## config.mk

```make
export PLATFORM = sky130hd
export DESIGN_NAME = iram_arbiter
export DESIGN_NICKNAME = d
export VERILOG_FILES = /design/src/rtl/iram_arbiter.sv
export SDC_FILE = /design/constraint.sdc
export NUM_CORES = 1
export LEC_CHECK = 0
export ABC_CLOCK_PERIOD_IN_PS = 1800
export BUFFER_PORTS_ARGS = -buffer_cell sky130_fd_sc_hd__buf_2
export CORE_AREA = 2 2 203 205
export DETAILED_ROUTE_END_ITERATION = 8
export DIE_AREA = 0 0 205 207
export SLEW_MARGIN = 25
export SYNTH_ARGS = -nofsm -noshare
export SYNTH_HDL_FRONTEND = slang
export SYNTH_SLANG_ARGS = --single-unit
```

## constraint.sdc

```tcl
create_clock -name HCLK -period 1.8 [get_ports HCLK]
set_input_delay 0.09 -clock HCLK [delete_from_list [all_inputs] [get_ports HCLK]]
set_output_delay 0.09 -clock HCLK [all_outputs]
set_load 0.05 [all_outputs]
```

## src/rtl/iram_arbiter.sv

```systemverilog
// iram_arbiter: shares the single-ported instruction RAM between the fetch
// port and the load/store port. Each request is range- and alignment-checked
// and then run as a one-cycle RAM transaction. The result comes back as a
// registered ready pulse with rdata/err. Data accesses have priority, and a
// streak limit stops fetch from starving.
module iram_arbiter #(
   parameter logic [63:0] RAM_START       = 64'h0,
   parameter int          RAM_SIZE        = 256,
   parameter int          MAX_DATA_STREAK = 4
) (
   input  logic        HCLK,
   input  logic        HRESETn,
   input  logic        i_req,
   input  logic [63:0] i_addr,
   output logic        i_ready,
   output logic [63:0] i_rdata,
   output logic        i_err,
   input  logic        d_req,
   input  logic [63:0] d_addr,
   input  logic [63:0] d_wdata,
   input  logic        d_write,
   output logic        d_ready,
   output logic [63:0] d_rdata,
   output logic        d_err,
   output logic [63:0] HADDR,
   output logic [63:0] HWDATA,
   output logic        HWRITE,
   input  logic [63:0] HRDATA
);

   localparam logic [1:0] IDLE   = 2'd0;
   localparam logic [1:0] ACCESS = 2'd1;
   localparam logic [1:0] DONE   = 2'd2;

   // The range check uses the offset from the window base. Addresses below
   // the base wrap to huge offsets, so a single unsigned compare covers
   // both ends of the window.
   localparam logic [63:0] LAST_OFF   = 64'(RAM_SIZE - 4);
   localparam logic [3:0]  STREAK_MAX = 4'(MAX_DATA_STREAK);

   logic [1:0]  state;
   logic [3:0]  streak;
   logic [63:0] addr_q;
   logic [31:0] wdata_q;
   logic        write_q;
   logic        gnt_d;

   logic        any_req;
   logic        pick_d;
   logic [63:0] req_addr;
   logic [63:0] req_off;
   logic        req_bad;

   // Only the low word of store data and RAM read data is meaningful.
   logic        unused_hi;
   assign unused_hi = ^{d_wdata[63:32], HRDATA[63:32]};

   // Arbitration and request check. Data wins unless fetch is waiting and the
   // streak limit has been reached.
   always_comb begin
      any_req  = i_req | d_req;
      pick_d   = d_req && (!i_req || (streak != STREAK_MAX));
      req_addr = pick_d ? d_addr : i_addr;
      req_off  = req_addr - RAM_START;
      req_bad  = (req_off > LAST_OFF) || (req_addr[1:0] != 2'b00);
   end

   // The RAM bus is driven only in ACCESS and only from latched state, so it
   // has no combinational path from the request inputs.
   always_comb begin
      HADDR  = 64'd0;
      HWDATA = 64'd0;
      HWRITE = 1'b0;
      if (state == ACCESS) begin
         HADDR  = addr_q;
         HWDATA = {32'd0, wdata_q};
         HWRITE = write_q;
      end
   end

   // Streak of data grants that happened while fetch was waiting. Any grant
   // with fetch idle, or any fetch grant, clears it.
   always_ff @(posedge HCLK) begin
      if (!HRESETn) begin
         streak <= 4'd0;
      end else if (state == IDLE && any_req) begin
         if (!pick_d || !i_req)
            streak <= 4'd0;
         else if (streak != STREAK_MAX)
            streak <= streak + 4'd1;
      end
   end

   // Sequencer: IDLE grants and latches; ACCESS runs the RAM cycle; DONE
   // holds the registered ready pulse. An illegal request skips ACCESS.
   always_ff @(posedge HCLK) begin
      if (!HRESETn) begin
         state   <= IDLE;
         addr_q  <= 64'd0;
         wdata_q <= 32'd0;
         write_q <= 1'b0;
         gnt_d   <= 1'b0;
         i_ready <= 1'b0;
         i_rdata <= 64'd0;
         i_err   <= 1'b0;
         d_ready <= 1'b0;
         d_rdata <= 64'd0;
         d_err   <= 1'b0;
      end else begin
         i_ready <= 1'b0;
         d_ready <= 1'b0;
         case (state)
            IDLE: begin
               if (any_req) begin
                  addr_q  <= req_addr;
                  wdata_q <= pick_d ? d_wdata[31:0] : 32'd0;
                  write_q <= pick_d & d_write;
                  gnt_d   <= pick_d;
                  if (req_bad) begin
                     state <= DONE;
                     if (pick_d) begin
                        d_ready <= 1'b1;
                        d_err   <= 1'b1;
                        d_rdata <= 64'd0;
                     end else begin
                        i_ready <= 1'b1;
                        i_err   <= 1'b1;
                        i_rdata <= 64'd0;
                     end
                  end else begin
                     state <= ACCESS;
                  end
               end
            end
            ACCESS: begin
               state <= DONE;
               if (gnt_d) begin
                  d_ready <= 1'b1;
                  d_err   <= 1'b0;
                  d_rdata <= write_q ? 64'd0 : {32'd0, HRDATA[31:0]};
               end else begin
                  i_ready <= 1'b1;
                  i_err   <= 1'b0;
                  i_rdata <= {32'd0, HRDATA[31:0]};
               end
            end
            DONE:    state <= IDLE;
            default: state <= IDLE;
         endcase
      end
   end

endmodule

```

Word level (Yosys, flattened, before mapping)
Cells that the tools add are included.
Storage, ports and cells
  register bits: 236
  output and inout bits: 261
  word-level logic and storage cells: 80
Cells by class
  add/subtract/negate cells: 1
  $lt $le $gt $ge: 1
  equality and inequality tests: 8
  mux-type cells: 41
  bitwise operators: 2
  reductions and logical operators: 15
Operators with widths (number)
  $mux W64: 10
  $pmux W64 S2: 2
  $mux W32: 3
  $gt A64 B8 Y1 const B: 1
  $mux W1: 17
  $ne A2 B2 Y1 const B: 6
  $reduce_and A5 Y1: 2
  $mux W4: 2
  $pmux W1 S2: 4
  $reduce_bool A2 Y1: 3
  $add A4 B1 Y4 const B: 1
  $mux W2: 2
  $ne A4 B3 Y1 const B: 1
  $pmux W2 S2: 1
  $reduce_and A2 Y1: 2
  $logic_or A1 B1 Y1: 3
  $eq A2 B1 Y1 const B: 1
  $logic_and A1 B1 Y1: 2
  $logic_not A1 Y1: 2
  $logic_not A2 Y1: 1
  $and A1 B1 Y1: 1
  $or A1 B1 Y1: 1

Logic depth before layout (Yosys ltp)
  word-level depth: 9
  gate-level depth with buffers: 9
  depth with buffers taken out: 7

Worst setup path after synthesis
No wires, ideal clock.
  path kind: reg-to-reg
  start: register streak[0]
  end: register d_rdata[22]
  setup time: 0.124 ns
  arrival time: 1.721 ns
  required time: 1.676 ns
  setup slack: -0.046 ns
  stages on the path, launching flop included: 10
  path buffers: 2
  period minus slack after synthesis: 1.846 ns
  cells stage by stage: dfxtp_1 inv_1 ha_1 nand4b_1 and2_1 buf_6 nor3_2 a31oi_2 buf_2 o31ai_2
On the way
  word-level cells in the longest chain between the ends: 8
RTL lines
  start: declaration: line 42  | logic [3:0] streak;
  start signal: assignment: line 90  | streak <= streak + 4'd1;
  $ne A4 B3 Y1 (*): line 62  | pick_d = d_req && (!i_req || (streak != STREAK_MAX));
  $logic_or A1 B1 Y1 (*): line 62
  $logic_and A1 B1 Y1 (*): line 62
  $mux W64: line 63  | req_addr = pick_d ? d_addr : i_addr;
  $gt A64 B8 Y1 or $reduce_bool A2 Y1 (tied branches): line 65  | req_bad = (req_off > LAST_OFF) || (req_addr[1:0] != 2'b00);
  $logic_or A1 B1 Y1: line 65
  $ne A2 B2 Y1 (no source line)
  $reduce_and A5 Y1 (no source line) (*)
  end signal: assignment: line 140  | d_rdata <= write_q ? 64'd0 : {32'd0, HRDATA[31:0]};
  end: declaration: line 23  | output logic [63:0] d_rdata,
Mark *: on every way between the ends. The rest lies on a longest branch, timed or not.
A chain may end at the register's enable or synchronous reset.

Final worst setup path
  start: input port d_addr[51]
  end: register state[1]
On the way
  word-level cells in the longest chain between the ends: 6
RTL lines
  start: declaration: line 19  | input logic [63:0] d_addr,
  $mux W64: line 63
  $gt A64 B8 Y1: line 65
  $logic_or A1 B1 Y1: line 65
  $mux W2: line 119  | if (req_bad) begin
  $mux W2: line 114  | if (any_req) begin
  $pmux W2 S2: line 112  | case (state)
  end signal: assignment: line 120  | state <= DONE;
  end signal: assignment: line 131  | state <= ACCESS;
  end signal: assignment: line 136  | state <= DONE;
  end: declaration: line 41  | logic [1:0] state;
Every way passes these cells. The select of a mux whose other input is x is not followed.

==> impl_results.md <==
- Status: complete, but fails checks
- Violated checks: setup timing
- GRT overflow: 0
- Critical Path Sink Type: flip-flop
- Setup violators final: 46
- Async set or reset register ratio after synthesis: 0%
- # DRC: 0
- Max-slew headroom: 65.78%
- Util after Layout: 40.02%
- # placed instances: 1971
- Cell Area, Placed: 11780 um2
- H-tree levels: 4
- Worst min-delay path class: in -> reg
- Drt first pass iters: 5
- CTS tree: built
- Layout cells sized above 1: 41.04%
- CP Launch Type: primary input
- Fin cells: 2236
- Min Tclk post-route: 1.897 ns
- Req. time, crit path: 2.12 ns
- Largest net degree at the start of global routing: 71
- Number of global-route vias before repair: 10080
- Kind of critical path: in -> reg
- Clk pin slew, worst setup/hold paths: 0.07 ns
- I/O Buffers: 361
- Top_reg_cell synth: dfxtp_1
- Initial antenna violation count: 12
- RSZ-0062 raised after global routing: true
- Max Cap Viol: 0
- Die H: 207 um
- Cell area after layout: 16160 um2
- Maximum VDD drop: 0.0005916 V
- CTS Buf Count: 17
- Leak pwr: 7.034 nW
- Initial Utilization: 21.87%
- Max Clk Rate: 0.5272 GHz
- Yosys top cell area share: 39.00%
- Post-synth EDFFs: 0
- Clk sinks: 172
- DPL Wire Length: 28080 um
- Synth area leaders: dfxtp_1 39%, nand2_1 10%, buf_4 8.2%
- Post-DRT Antenna Nets: 0
- Worst Max-Slew Pin Slew: 0.5133 ns
- Worst r2r src: streak[0]
- Final Wtd Congestion: 0.9339
- Arrival @ worst endpoint: 2.22 ns
- Core area: 40370 um2
- PD cells: 643.7 nW/um2
- Max Fanout on Critical Path: 7
- Final setup margin: -0.09680 ns
- Synth-to-Final Area Change: 82.97%
- Hold path start: d_addr[28]
- Avg Vias per Cell: 4.576
- RR Endpoint: d_err
- Pins Over Slew Limit: 0
- Hold slack: 0.05787 ns
- Largest area contributor in the netlist: dfxtp_1
- Die Wd: 205 um
- Synthesized area per cell: 8.071 um2
- Clk Tree Root Cell: clkbuf_16
- DR iter-0 viols: 541
- Synth cell types: 45
- Sequential fraction of the synthesis area: 39.00%
- FILL cells: 3890
- Via count: 10230
- Final nets: 1946
- Total area of sequential cells: 3453 um2
- Final Hold Viols: 0
- Worst-Skew Late Latency: 0.44 ns
- Number of synthesized register bits: 172
- WHS Path Cells: 4
- Worst r2r path cells: 10
- First-pass GRT wire length: 57740 um
- Total GRT Usage: 17.79%
- Post-Synthesis Cell Area: 8830 um2
- Die area: 42440 um2
- WHS Endpoint: addr_q[28]
- Synth warnings: 0
- Post-DR wirelength/cell: 18.63 um
- Area of the multi-input gates: 5281 um2
- Row count: 74
- IO Count: 522
- Final worst-path cycle share: 105.4%
- Routed wire length: 41660 um
- Max clock buf depth: 2
- Setup slack, reg-to-reg: -0.09 ns
- Clk_skew: 0.01222 ns
- Mapped Cells: 1094
per-stage QoR:
step                      setup slack (ns)  TNS [ns]  total power (W)
final                             -0.09680    -2.027          0.01040
after global routing               -0.1925    -12.91          0.01080
after CTS                          -0.1475    -6.348          0.01027
after detailed placement           -0.3234    -21.38         0.005835
after global placement             -0.2936    -19.92         0.005815
after floorplan                  -0.004794   -0.1336         0.005334
cell usage in the layout (no fill, tap or decap), types with 32 or more instances in the layout:
| master | count |
|---|---|
| buf_12 | 49 |
| a311oi_1 | 32 |
| nor2_1 | 80 |
| and2_4 | 57 |
| nand2_1 | 219 |
| buf_4 | 72 |
| a32oi_1 | 32 |
| a311oi_2 | 32 |
| dfxtp_1 | 168 |
| buf_6 | 57 |
| dlygate4sd3_1 | 181 |
| buf_2 | 265 |
| conb_1 | 96 |
| and2_1 | 42 |
area by class of cell:
class	count	area share, %
diodes	8	0.1239
clock buffers	19	2.804
clock inverters	13	1.115
inverters	4	0.09294
multi-input cells	824	32.69
flip-flops and latches	172	21.38
well taps	532	4.120
repair buffers	664	37.68
flip-flops by register name, summed over array words and instances, names as in the netlist:
signal	flops
gnt_d	1
streak	4
state	2
d_err	1
d_rdata	32
i_rdata	32
i_ready	1
i_err	1
addr_q	64
write_q	1
wdata_q	32
d_ready	1
power by group:
group / leakage [nW] / switching [W] / internal (W) / total [W]
sequential: 1.41 / 0.000108 / 0.00400 / 0.00410
combinational: 5.32 / 0.00133 / 0.000901 / 0.00223
clock: 0.305 / 0.00176 / 0.00230 / 0.00406
cells in the mapped netlist, types with 2 or more instances:
master,count
nand2_1,246
dfxtp_1,172
and2_1,100
buf_4,96
nor2_1,80
clkbuf_1,69
a311oi_1,64
a2bb2oi_1,32
a32oi_1,32
o21ai_1,31
o31ai_2,29
a21oi_1,28
nor4_1,22
buf_2,12
a22oi_1,10
buf_1,8
nor3_1,8
nand4_1,6
o21ai_0,5
buf_6,4
inv_1,4
o311a_1,3
o31ai_1,3
or3_1,3
a31oi_2,2
and3_1,2
ha_1,2
nand3_1,2
nor3_2,2
or4_1,2
worst max-delay path: stages:
cell           delay (ns)
dlygate4sd3_1        0.53
buf_2                0.15
nor4_1               0.22
nand4_1              0.18
nor2_1               0.24
buf_4                0.17
a31oi_4              0.09
buf_12               0.15
buf_6                0.12
o311a_1              0.28
per-layer routing:
| layer | wire [um] | vias up | track usage [%] |
|---|---|---|---|
| li1 | - | 4851 | - |
| met4 | 1649 | 10 | 7.517 |
| met1 | 15050 | 4866 | 18.17 |
| met5 | 54 | - | 0 |
| met3 | 3170 | 81 | 5.994 |
| met2 | 21740 | 424 | 32.68 |
kinds of logic after synthesis:
kind of cell | synth area share [%]
compound gates | 22.73
fa+ha+maj | 0.2834
buf+inv | 12.80
flops | 39.00
other cells | 0.04247
simple gates | 25.15
how the worst max path moves through the flow:
| stage | to | start | slack (ns) |
|---|---|---|---|
| 2_1_floorplan | d_rdata[22] | streak[0] | -0.005 |
| 3_3_place_gp | d_rdata[1] | d_addr[44] | -0.29 |
| 5_1_grt | d_ready | streak[0] | -0.19 |
| 6_report | state[1] | d_addr[51] | -0.1 |
| 3_5_place_dp | d_rdata[31] | d_addr[44] | -0.32 |
| 4_1_cts | state[1] | streak[0] | -0.15 |
what timing repair did:
| action | in CTS | in global routing |
|---|---|---|
| gates cloned | 4 | 14 |
| setup endpoints to repair | 214 | 237 |
| buffers inserted | 19 | 7 |
| pin swaps | 4 | 58 |
| hold buffers | 181 | 0 |
| gates resized for setup | 214 | 147 |
| endpoints found under the hold margin | 163 | 0 |
Power figures use the tool's default switching activity.
